<file path="config.mk">
export PLATFORM = sky130hd
export DESIGN_NAME = fadd_stream_ctrl_flat
export DESIGN_NICKNAME = d
export VERILOG_FILES = /design/src/rtl/fadd_stream_ctrl_if.sv /design/src/rtl/fadd_stream_ctrl.sv /design/src/flat_wrapper.sv
export SDC_FILE = /design/constraint.sdc
export NUM_CORES = 1
export LEC_CHECK = 0
export BUFFER_PORTS_ARGS = -buffer_cell sky130_fd_sc_hd__buf_4
export CAP_MARGIN = 30
export CORE_ASPECT_RATIO = 1.2
export CORE_MARGIN = 4
export CORE_UTILIZATION = 55
export DETAILED_ROUTE_END_ITERATION = 12
export PLACE_DENSITY = 0.91
export REMOVE_ABC_BUFFERS = 1
export SLEW_MARGIN = 20
export SYNTH_ARGS = -nofsm -noshare
export SYNTH_HDL_FRONTEND = slang
export SYNTH_SLANG_ARGS = --single-unit
</file>
<file path="constraint.sdc">
create_clock -name clk -period 3.2 [get_ports clk]
set_input_delay 0.64 -clock clk [delete_from_list [all_inputs] [get_ports clk]]
set_output_delay 0.64 -clock clk [all_outputs]
set_load 0.03 [all_outputs]
</file>
<file path="src/rtl/fadd_stream_ctrl_if.sv">
// Request/result handshake bundle for fadd_stream_ctrl.
// The slave modport is the controller view; master is the producer/consumer side.
interface fadd_stream_ctrl_if #(
    parameter int TAG_W = 4
) ();
    logic             in_valid;
    logic             in_ready;
    logic [31:0]      in_a;
    logic [31:0]      in_b;
    logic             in_sub;
    logic [1:0]       in_rm;
    logic [TAG_W-1:0] in_tag;
    logic             out_valid;
    logic             out_ready;
    logic [31:0]      out_s;
    logic [TAG_W-1:0] out_tag;
    logic [3:0]       out_flags;

    modport master (
        output in_valid, in_a, in_b, in_sub, in_rm, in_tag, out_ready,
        input  in_ready, out_valid, out_s, out_tag, out_flags
    );

    modport slave (
        input  in_valid, in_a, in_b, in_sub, in_rm, in_tag, out_ready,
        output in_ready, out_valid, out_s, out_tag, out_flags
    );
endinterface

</file>
<file path="src/rtl/fadd_stream_ctrl.sv">
// Issue/retire controller around a fixed-latency pipelined FP32 adder.
// Credit-based issue means every in-flight sum always has a FIFO slot waiting.
module fadd_stream_ctrl #(
    parameter int LATENCY    = 2,
    parameter int FIFO_DEPTH = 4,
    parameter int TAG_W      = 4
) (
    input  logic              clk,
    input  logic              clrn,
    fadd_stream_ctrl_if.slave io,
    output logic [31:0]       fa_a,
    output logic [31:0]       fa_b,
    output logic              fa_sub,
    output logic [1:0]        fa_rm,
    output logic              fa_e,
    input  logic [31:0]       fa_s,
    output logic              busy
);
    localparam int PTR_W = (FIFO_DEPTH > 1) ? $clog2(FIFO_DEPTH) : 1;
    localparam int CNT_W = $clog2(FIFO_DEPTH + 1);
    localparam int OCC_W = $clog2(FIFO_DEPTH + LATENCY + 2);

    logic [31:0]      fa_a_q, fa_a_d, fa_b_q, fa_b_d;
    logic             fa_sub_q, fa_sub_d;
    logic [1:0]       fa_rm_q, fa_rm_d;
    logic             fa_e_q;

    logic [LATENCY:0] flt_vld_q, flt_vld_d;
    logic [TAG_W-1:0] flt_tag_q [LATENCY+1];
    logic [TAG_W-1:0] flt_tag_d [LATENCY+1];

    logic [31:0]      fifo_s_q     [FIFO_DEPTH];
    logic [31:0]      fifo_s_d     [FIFO_DEPTH];
    logic [TAG_W-1:0] fifo_tag_q   [FIFO_DEPTH];
    logic [TAG_W-1:0] fifo_tag_d   [FIFO_DEPTH];
    logic [3:0]       fifo_flags_q [FIFO_DEPTH];
    logic [3:0]       fifo_flags_d [FIFO_DEPTH];
    logic [PTR_W-1:0] wr_ptr_q, wr_ptr_d, rd_ptr_q, rd_ptr_d;
    logic [CNT_W-1:0] cnt_q, cnt_d;

    logic [OCC_W-1:0] occ;
    logic             in_ready;
    logic             accept, push, pop;
    logic [3:0]       push_flags;

    // Occupancy counts every op from issue until its result is popped.
    always_comb begin
        occ = OCC_W'(cnt_q);
        for (int i = 0; i <= LATENCY; i++) begin
            occ = occ + OCC_W'(flt_vld_q[i]);
        end
    end

    assign in_ready = (occ < OCC_W'(FIFO_DEPTH));
    assign busy     = (occ != '0);
    assign accept   = io.in_valid && in_ready;
    assign push     = flt_vld_q[LATENCY];
    assign pop      = (cnt_q != '0) && io.out_ready;

    always_comb begin
        push_flags = 4'b0000;
        if (fa_s[30:23] == 8'hff) begin
            push_flags = (fa_s[22:0] != '0) ? 4'b1000 : 4'b0100;
        end else if (fa_s[30:23] == 8'h00) begin
            push_flags = (fa_s[22:0] != '0) ? 4'b0001 : 4'b0010;
        end
    end

    assign flt_vld_d[0] = accept;
    assign flt_tag_d[0] = io.in_tag;
    for (genvar gi = 1; gi <= LATENCY; gi++) begin : g_shift
        assign flt_vld_d[gi] = flt_vld_q[gi-1];
        assign flt_tag_d[gi] = flt_tag_q[gi-1];
    end

    always_comb begin
        fa_a_d   = fa_a_q;
        fa_b_d   = fa_b_q;
        fa_sub_d = fa_sub_q;
        fa_rm_d  = fa_rm_q;
        if (accept) begin
            fa_a_d   = io.in_a;
            fa_b_d   = io.in_b;
            fa_sub_d = io.in_sub;
            fa_rm_d  = io.in_rm;
        end
    end

    always_comb begin
        fifo_s_d     = fifo_s_q;
        fifo_tag_d   = fifo_tag_q;
        fifo_flags_d = fifo_flags_q;
        wr_ptr_d     = wr_ptr_q;
        rd_ptr_d     = rd_ptr_q;
        cnt_d        = cnt_q;
        if (push) begin
            fifo_s_d[wr_ptr_q]     = fa_s;
            fifo_tag_d[wr_ptr_q]   = flt_tag_q[LATENCY];
            fifo_flags_d[wr_ptr_q] = push_flags;
            wr_ptr_d               = wr_ptr_q + PTR_W'(1);
        end
        if (pop) begin
            rd_ptr_d = rd_ptr_q + PTR_W'(1);
        end
        if (push && !pop) begin
            cnt_d = cnt_q + CNT_W'(1);
        end else if (pop && !push) begin
            cnt_d = cnt_q - CNT_W'(1);
        end
    end

    always_ff @(posedge clk or negedge clrn) begin
        if (!clrn) begin
            fa_a_q    <= '0;
            fa_b_q    <= '0;
            fa_sub_q  <= 1'b0;
            fa_rm_q   <= '0;
            fa_e_q    <= 1'b0;
            flt_vld_q <= '0;
            for (int i = 0; i <= LATENCY; i++) begin
                flt_tag_q[i] <= '0;
            end
            for (int i = 0; i < FIFO_DEPTH; i++) begin
                fifo_s_q[i]     <= '0;
                fifo_tag_q[i]   <= '0;
                fifo_flags_q[i] <= '0;
            end
            wr_ptr_q <= '0;
            rd_ptr_q <= '0;
            cnt_q    <= '0;
        end else begin
            fa_a_q       <= fa_a_d;
            fa_b_q       <= fa_b_d;
            fa_sub_q     <= fa_sub_d;
            fa_rm_q      <= fa_rm_d;
            fa_e_q       <= 1'b1;
            flt_vld_q    <= flt_vld_d;
            flt_tag_q    <= flt_tag_d;
            fifo_s_q     <= fifo_s_d;
            fifo_tag_q   <= fifo_tag_d;
            fifo_flags_q <= fifo_flags_d;
            wr_ptr_q     <= wr_ptr_d;
            rd_ptr_q     <= rd_ptr_d;
            cnt_q        <= cnt_d;
        end
    end

    assign fa_a         = fa_a_q;
    assign fa_b         = fa_b_q;
    assign fa_sub       = fa_sub_q;
    assign fa_rm        = fa_rm_q;
    assign fa_e         = fa_e_q;
    assign io.in_ready  = in_ready;
    assign io.out_valid = (cnt_q != '0);
    assign io.out_s     = fifo_s_q[rd_ptr_q];
    assign io.out_tag   = fifo_tag_q[rd_ptr_q];
    assign io.out_flags = fifo_flags_q[rd_ptr_q];
endmodule

</file>
<file path="src/flat_wrapper.sv">
// flat-port wrapper written by rule: the top's interface ports become plain ports
module fadd_stream_ctrl_flat 
#(
    parameter int LATENCY    = 2,
    parameter int FIFO_DEPTH = 4,
    parameter int TAG_W      = 4
)
  (clk, clrn, fa_a, fa_b, fa_sub, fa_rm, fa_e, fa_s, busy, io_in_valid, io_in_a, io_in_b, io_in_sub, io_in_rm, io_in_tag, io_out_ready, io_in_ready, io_out_valid, io_out_s, io_out_tag, io_out_flags);
  fadd_stream_ctrl_if #(.TAG_W(TAG_W)) io_i ();
  input  logic clk;
  input  logic clrn;
  output logic [31:0] fa_a;
  output logic [31:0] fa_b;
  output logic fa_sub;
  output logic [1:0] fa_rm;
  output logic fa_e;
  input  logic [31:0] fa_s;
  output logic busy;
  input wire logic [$bits(io_i.in_valid)-1:0] io_in_valid;
  input wire logic [$bits(io_i.in_a)-1:0] io_in_a;
  input wire logic [$bits(io_i.in_b)-1:0] io_in_b;
  input wire logic [$bits(io_i.in_sub)-1:0] io_in_sub;
  input wire logic [$bits(io_i.in_rm)-1:0] io_in_rm;
  input wire logic [$bits(io_i.in_tag)-1:0] io_in_tag;
  input wire logic [$bits(io_i.out_ready)-1:0] io_out_ready;
  output wire logic [$bits(io_i.in_ready)-1:0] io_in_ready;
  output wire logic [$bits(io_i.out_valid)-1:0] io_out_valid;
  output wire logic [$bits(io_i.out_s)-1:0] io_out_s;
  output wire logic [$bits(io_i.out_tag)-1:0] io_out_tag;
  output wire logic [$bits(io_i.out_flags)-1:0] io_out_flags;
  assign io_i.in_valid = io_in_valid;
  assign io_i.in_a = io_in_a;
  assign io_i.in_b = io_in_b;
  assign io_i.in_sub = io_in_sub;
  assign io_i.in_rm = io_in_rm;
  assign io_i.in_tag = io_in_tag;
  assign io_i.out_ready = io_out_ready;
  assign io_in_ready = io_i.in_ready;
  assign io_out_valid = io_i.out_valid;
  assign io_out_s = io_i.out_s;
  assign io_out_tag = io_i.out_tag;
  assign io_out_flags = io_i.out_flags;
  fadd_stream_ctrl #(.LATENCY(LATENCY), .FIFO_DEPTH(FIFO_DEPTH), .TAG_W(TAG_W)) u_core (.clk(clk), .clrn(clrn), .io(io_i), .fa_a(fa_a), .fa_b(fa_b), .fa_sub(fa_sub), .fa_rm(fa_rm), .fa_e(fa_e), .fa_s(fa_s), .busy(busy));
endmodule
</file>
=== Word-level counts from Yosys, hierarchy flattened ===
Cells that the tools add are included.

* Word-level logic and storage cells: 72
* Bits in registers: 250
* Memory bits (read-only): 0
* Input bits: 107
* Latch bits: 0
* Memories: 0
* Bits in writable memories: 0
* Output and inout bits: 111

* Reductions and logical operators: 12
* $add $sub $neg: 7
* $mul: 0
* Divide/modulo/power cells: 0
* Equality and inequality tests: 1
* Muxes and demuxes: 22
* Shift-type cells: 0
* Bitwise gates (word level): 2
* Order comparisons: 4

{| class="wikitable"
|+ Operators with widths
! kind !! count
|-
| 128-bit bitwise mux || 1
|-
| 32-bit two-way mux || 3
|-
| 32-bit binary-select mux with 2-bit select || 1
|-
| 32-bit demux with 2-bit select || 1
|-
| 16-bit bitwise mux || 2
|-
| 4-bit two-way mux || 8
|-
| 23-bit nonzero test || 1
|-
| 4-bit binary-select mux with 2-bit select || 2
|-
| 3-bit by 1-bit adder with 3-bit output || 3
|-
| 4-bit demux with 2-bit select || 1
|-
| 8-bit equality test, second input constant || 1
|-
| 8-bit logical NOT || 1
|-
| 3-bit >= comparator, second input constant || 2
|-
| 3-bit two-way mux || 2
|-
| 2-bit inverter with 3-bit output || 2
|-
| 3-bit nonzero test || 2
|-
| 1-bit logical AND || 5
|-
| 2-bit by 1-bit adder with 2-bit output, second input constant || 2
|-
| 3-bit by 1-bit adder with 3-bit output, second input constant || 1
|-
| 3-bit by 1-bit < comparator with 1-bit output, second input constant || 1
|-
| 3-bit < comparator, second input constant || 1
|-
| 3-bit by 1-bit subtractor with 3-bit output, second input constant || 1
|-
| 1-bit logical NOT || 2
|-
| 2-bit two-way mux || 1
|-
| 2-bit nonzero test || 1
|}

=== Logic depth before layout (Yosys ltp) ===
Gate-level depths: netlist of the first run.

* Depth in word-level cells: 6
* Mapped depth: 8
* Gate-level depth less buffers: 8

=== Worst setup path after synthesis of the first run ===
No wires, ideal clock.

* Kind: register to output
* From: register u_core.cnt_q[0]
* To: output busy
* Path buffers: 0
* Data required time: 2560 ps
* Slack: 326 ps
* Arrival time: 2234 ps
* Cell stages (with the launch flop): 6
* Cell sequence: dfrtp_1 -> fa_1 -> ha_1 -> fa_1 -> xnor2_2 -> nand2_1

* Longest elaborated chain between the ends: 4

{| class="wikitable"
|+ RTL lines
! what !! RTL line !! text
|-
| start, declared || fadd_stream_ctrl.sv:39 || <nowiki>logic [CNT_W-1:0] cnt_q, cnt_d;</nowiki>
|-
| start signal, assigned || fadd_stream_ctrl.sv:144 || <nowiki>cnt_q <= cnt_d;</nowiki>
|-
| 3-bit by 1-bit adder with 3-bit output (3 in series) || fadd_stream_ctrl.sv:50 || <nowiki>occ = occ + OCC_W'(flt_vld_q[i]);</nowiki>
|-
| 3-bit nonzero test || fadd_stream_ctrl.sv:55 || <nowiki>assign busy = (occ != '0);</nowiki>
|-
| end, declared || flat_wrapper.sv:18 || <nowiki>output logic busy;</nowiki>
|}

No other way between the ends.

=== Worst setup path after layout of the first run ===
Same ends and word-level chain as after synthesis.

==> results of run 1 <==
-- report_power, final --
| part | switching [mW] | internal, mW | leakage [nW] | total, mW |
|---|---|---|---|---|
| Sequential | 0.895 | 4.71 | 2.95 | 5.61 |
| Combinational | 3.96 | 3.90 | 2.53 | 7.86 |
| Clock | 1.16 | 1.71 | 0.403 | 2.87 |
| Total | 6.02 | 10.3 | 5.89 | 16.3 |
-- worst max-delay path, cell delays in order, from the launching register on --
cell and delay, ps:
dfrtp_2 410, fa_1 480, ha_1 210, fa_2 360, xnor2_2 200, nand2_1 70, buf_4 170
-- sequential cells by signal, indices dropped and copies added, names as in the netlist, 3 cells and up --
| register | cells |
|---|---|
| u_core.cnt_q | 3 |
| u_core.fa_a | 32 |
| u_core.fa_b | 32 |
| u_core.fifo_flags_q | 16 |
| u_core.fifo_s_q | 128 |
| u_core.fifo_tag_q | 16 |
| u_core.flt_tag_d | 8 |
| u_core.flt_tag_q | 4 |
| u_core.flt_vld_q | 3 |
-- logic make-up after synthesis --
family,after synthesis,synth area share (%)
adders and majority gates,9,1.31
muxes,252,32.0
AOI/OAI and AO/OA,19,1.11
DFF,250,60.9
xor gates and xnor gates,7,0.670
other,1,0.0365
buffers and inverters,38,1.85
and+or+nand+nor,44,2.14
-- metal layers --
metal	part of all wire [%]	global-route usage [%]	vias to the layer above
li1	-	-	2720
met1	38	26.4	3173
met5	0.058	0	-
met3	8.8	7.02	31
met4	1.4	4.80	2
met2	51	38.0	211
-- cell usage after synthesis, types with 2 or more instances --
| cell | n |
|---|---|
| nand2_1 | 25 |
| nand3_1 | 2 |
| buf_2 | 23 |
| xor2_1 | 3 |
| buf_6 | 2 |
| dfrtp_1 | 250 |
| nor4_1 | 5 |
| mux4_2 | 40 |
| nor2_1 | 3 |
| fa_1 | 3 |
| o21ai_0 | 12 |
| mux2_2 | 212 |
| xnor2_1 | 3 |
| clkbuf_1 | 4 |
| o31ai_1 | 4 |
| buf_1 | 4 |
| nand4_1 | 2 |
| inv_1 | 4 |
| ha_1 | 6 |
| or4_4 | 2 |
-- layout make-up --
cell class | instances | share of cell area, %
multi-input cells | 332 | 29.4
inverters | 4 | 0.115
diodes | 1 | 0.0191
clock buffers | 36 | 5.47
well taps | 224 | 2.14
clock inverters | 9 | 0.745
repair buffers | 233 | 14.4
flip-flops and latches | 250 | 47.8
-- worst max path at each step --
stage,from,end,slack [ps],depth (start not counted)
floorplan,u_core.cnt_q[0],u_core.fa_a[0],-770,6
global placement,u_core.cnt_q[0],u_core.fa_b[4],500,7
detailed placement,u_core.cnt_q[0],u_core.fa_a[12],410,7
CTS,u_core.cnt_q[0],busy,30,6
global route,u_core.cnt_q[0],busy,20,6
finish,u_core.cnt_q[0],busy,150,6
-- timing repair --
| item | 4_1_cts | 5_1_grt |
|---|---|---|
| gates resized for setup | 0 | 2 |
| pin swaps | 1 | 1 |
| buffers inserted | 1 | 1 |
| setup endpoints to repair | 1 | 2 |
| hold buffers | 0 | 0 |
| gates cloned | 0 | 0 |
-- through the flow --
stage               std cells  hold slack (ps)  setup TNS, ps
floorplan                 586              331         -51680
global placement         1040              332              0
detailed placement       1041              336              0
CTS                      1087              146              0
global route             1089              157              0
finish                   1089              127              0
==> reports/results.txt, run 1 <==
status: finished, final reports clean
GRT overflow: 0
FMAX: 0.328 GHz
Antenna Nets Post-Route: 0
global-route wire length before repair: 36,300 um
Yosys reg bits: 250
initial antenna violation count: 2
number of fill cells in the layout: 1,171
share of Yosys cell area claimed by the top area cell type: 60.9%
drt pass-1 iters: 4
CP required: 2560 ps
Max-Cap Viols: 0
critical path class: flip-flop to output pin
final worst slack: 154 ps
Pwr per Cell Area: 1250 nW/um^2
setup violators final: 0
Reg2Reg Depth: 8
Multi-input gate area: 3840 um^2
Final Power: 16.3 mW
Worst-Skew Late Latency: 500 ps
largest net degree at the start of global routing: 87
reg-to-reg setup timing slack: 450 ps
commonest non-fill, non-tap cell in the layout: dfrtp_1
CP Capture Type: output pin
Setup Skew: 12.0 ps
row cnt: 54
Fin. Hold Viols: 0
clk sinks: 250
synthesis warning total: 0
area delta synth->final: 27.5%
WL/cell: 20.4 um
biggest area consumer among synthesized cells: dfrtp_1
Clock Path Buffers: 3
initial core utilization: 56.3%
Max Slew Vio Count: 0
Synth async-reset ratio: 100%
hpwl dp: 15,300 um
IO buf count: 217
CTS root buf: clkbuf_16
Die Area: 20,900 um^2
Tcrit/Tclk final: 95.2%
total global-route track usage: 21.6%
EDFF count, synth: 0
Num CTS Buffers: 25
fin crit period: 3050 ps
most frequent cells in the layout: 247 x dfrtp_1, 222 x buf_4, 212 x mux2_2
ratio of cells with drive above 1 in the final layout: 62.6%
Crit Reg-Reg Startpoint: u_core.cnt_q[0]
Least-Margin Pin Slew: 667 ps
Ports: 218
vias in the first global route: 6,980
via/cell ratio: 5.64
Die Wd: 133 um
Avg Cell Area, Syn: 16.6 um^2
CTS clk-pin slew, worst paths: 60 ps
DP Area: 12,300 um^2
sequential share of the synthesized area: 60.9%
final core occ: 71.8%
htree depth: 1
Syn Inst Count: 620
Residual DRC: 0
synth top area cells: dfrtp_1 61%, mux2_2 23%, mux4_2 8.8%
Worst EP arrival: 2410 ps
die height: 158 um
Nets: 962
Main synth FF type: dfrtp_1
Worst slew margin: 55.4%
Max VDD drop: 0.000701 V
CTS tree: done
Total Wirelength: 22,200 um
initial DRC count: 234
synthesized area: 10,300 um^2
post-route cell area: 13,100 um^2
Place WS: 405 ps
leakage: 5.89 nW
FF/Latch Area: 6260 um^2
RSZ-0062 raised after global routing: false
via count: 6,137
area of the core: 18,200 um^2
Final Wtd Congestion: 0.709
Yosys cell types: 31
Reg-to-Reg End: u_core.fa_a[12]
Worst Path Max Fanout: 3
Worst Hold Class: primary input to async pin
Startpoint Class: flip-flop
(Power assumes the default switching activity.)
==> run 2: changes to the inputs <==
==> constraint.sdc (replaced) <==
create_clock -name clk -period 3.2 [get_ports clk]
set_input_delay 0.64 -clock clk [delete_from_list [all_inputs] [get_ports clk]]
set_output_delay 0.64 -clock clk [all_outputs]
set_load 0.1 [all_outputs]
==> run 2 against run 1 <==
Sequential share of layout area shrank 0.33 points. Die area is the same. First-iteration DRC count is 0.43% higher. Non-clock buffer count is 3 higher.
==> reports/results.txt, run 2 (synthesized netlist as in run 1, its figures left out) <==
status: finished, final reports clean
Residual DRC: 0
FMAX: 0.320 GHz
Largest register FFs: 128
commonest non-fill, non-tap cell in the layout: dfrtp_1
IO buf count: 217
CP required: 2560 ps
global-route wire length before repair: 37,300 um
Num CTS Buffers: 25
Clock Path Buffers: 3
CTS clk-pin slew, worst paths: 60 ps
Fin. Hold Viols: 0
vias in the first global route: 7,080
via/cell ratio: 5.69
initial antenna violation count: 1
drt pass-1 iters: 4
critical path class: flip-flop to output pin
largest net degree at the start of global routing: 88
initial DRC count: 235
CTS root buf: clkbuf_16
Total Wirelength: 23,200 um
CP Cell Sequence: fa_1 -> ha_2 -> fa_2 -> xnor2_4 -> nand2_2 -> buf_12
CP Capture Type: output pin
Max Slew Vio Count: 0
slowest cell delay on critical path: 490 ps
Die Area: 20,900 um^2
Worst Hold Class: primary input to async pin
Antenna Nets Post-Route: 0
most frequent cells in the layout: 247 x dfrtp_1, 226 x buf_4, 212 x mux2_2
setup violators final: 0
via count: 6,210
ratio of cells with drive above 1 in the final layout: 63.6%
Worst EP arrival: 2480 ps
post-route cell area: 13,200 um^2
htree depth: 1
reg-to-reg setup timing slack: 390 ps
Max-Cap Viols: 0
final core occ: 72.3%
DP Area: 12,200 um^2
fin crit period: 3120 ps
Ports: 218
slowest CP cell: fa_1
Largest Register: u_core.fifo_s_q
Setup Skew: 16.9 ps
RSZ-0062 raised after global routing: true
Least-Margin Pin Slew: 660 ps
Worst Path Max Fanout: 3
GRT overflow: 0
area delta synth->final: 28.3%
Tcrit/Tclk final: 97.6%
Nets: 965
initial core utilization: 56.3%
WL/cell: 21.3 um
hpwl dp: 15,600 um
Die Wd: 133 um
Worst slew margin: 56.0%
area of the core: 18,200 um^2
hold_ws: 137 ps
Startpoint Class: flip-flop
total global-route track usage: 22.5%
clk sinks: 250
CTS tree: done
Final Wtd Congestion: 0.729
cts-stage hold buffer count: 0
die height: 158 um
Worst-Skew Late Latency: 510 ps
row cnt: 54
==> run 2: area by class of cell <==
cell class,instances,area (um^2)
Sequential cell,250,6260
Fill cell,1122,5050
Multi-Input combinational cell,332,3860
Timing Repair Buffer,236,1880
Clock buffer,32,712
Tap cell,224,280
Clock inverter,13,175
Inverter,4,15.0
Antenna cell,1,2.50
==> run 2: critical path, delay by kind of cell (launching register included) <==
| kind | cells | cell delay (ps) |
|---|---|---|
| adder cells (fa/ha/maj) | 3 | 1080 |
| flip-flops | 1 | 400 |
| XOR/XNOR | 1 | 220 |
| buffers and inverters | 1 | 170 |
| AND/OR/NAND/NOR | 1 | 90 |
==> run 2: what timing repair did <==
item                       CTS  global route
hold endpoints to repair     0             0
pin swaps                    2             4
setup endpoints to repair    2             2
resized for setup            5             4
buffers inserted             2             1
==> run 2: final timing paths <==
| kind | startpoint | to | cells after the start |
|---|---|---|---|
| max reg2reg | u_core.flt_vld_q[2] | u_core.fa_a[21] | 8 |
| max | u_core.flt_vld_q[2] | busy | 6 |
| max in group asynchronous | clrn | u_core.fifo_s_q[117] | 2 |
| min reg2reg | u_core.flt_tag_d[6] | u_core.flt_tag_d[2] | 0 |
| min in group clk | io_in_tag[1] | u_core.flt_tag_d[5] | 1 |
| min | clrn | u_core.fifo_s_q[106] | 1 |
==> run 2: stage by stage <==
step	setup TNS, ps	setup WS [ps]	std cells
final	0	77.9	1092
after global routing	-23.5	-19.3	1091
after CTS	0	25.3	1090
after detailed placement	0	424	1043
after global placement	0	432	1043
after floorplan	-113800	-1620	586
==> run 2: routing by layer <==
metal / vias to the layer above / part of all wire [%] / routed length, um / track usage (%)
met3: 38 / 7.8 / 1820 / 6.61
met2: 218 / 51 / 12000 / 39.9
met4: 2 / 2.1 / 483 / 5.94
met1: 3231 / 39 / 8950 / 27.1
li1: 2721 / - / - / -
met5: - / 0.056 / 13 / 0
Power of run 2 is left out: the tool's default activity adds up to more than one toggle a clock period on the data nets, which glitch-free logic cannot reach.
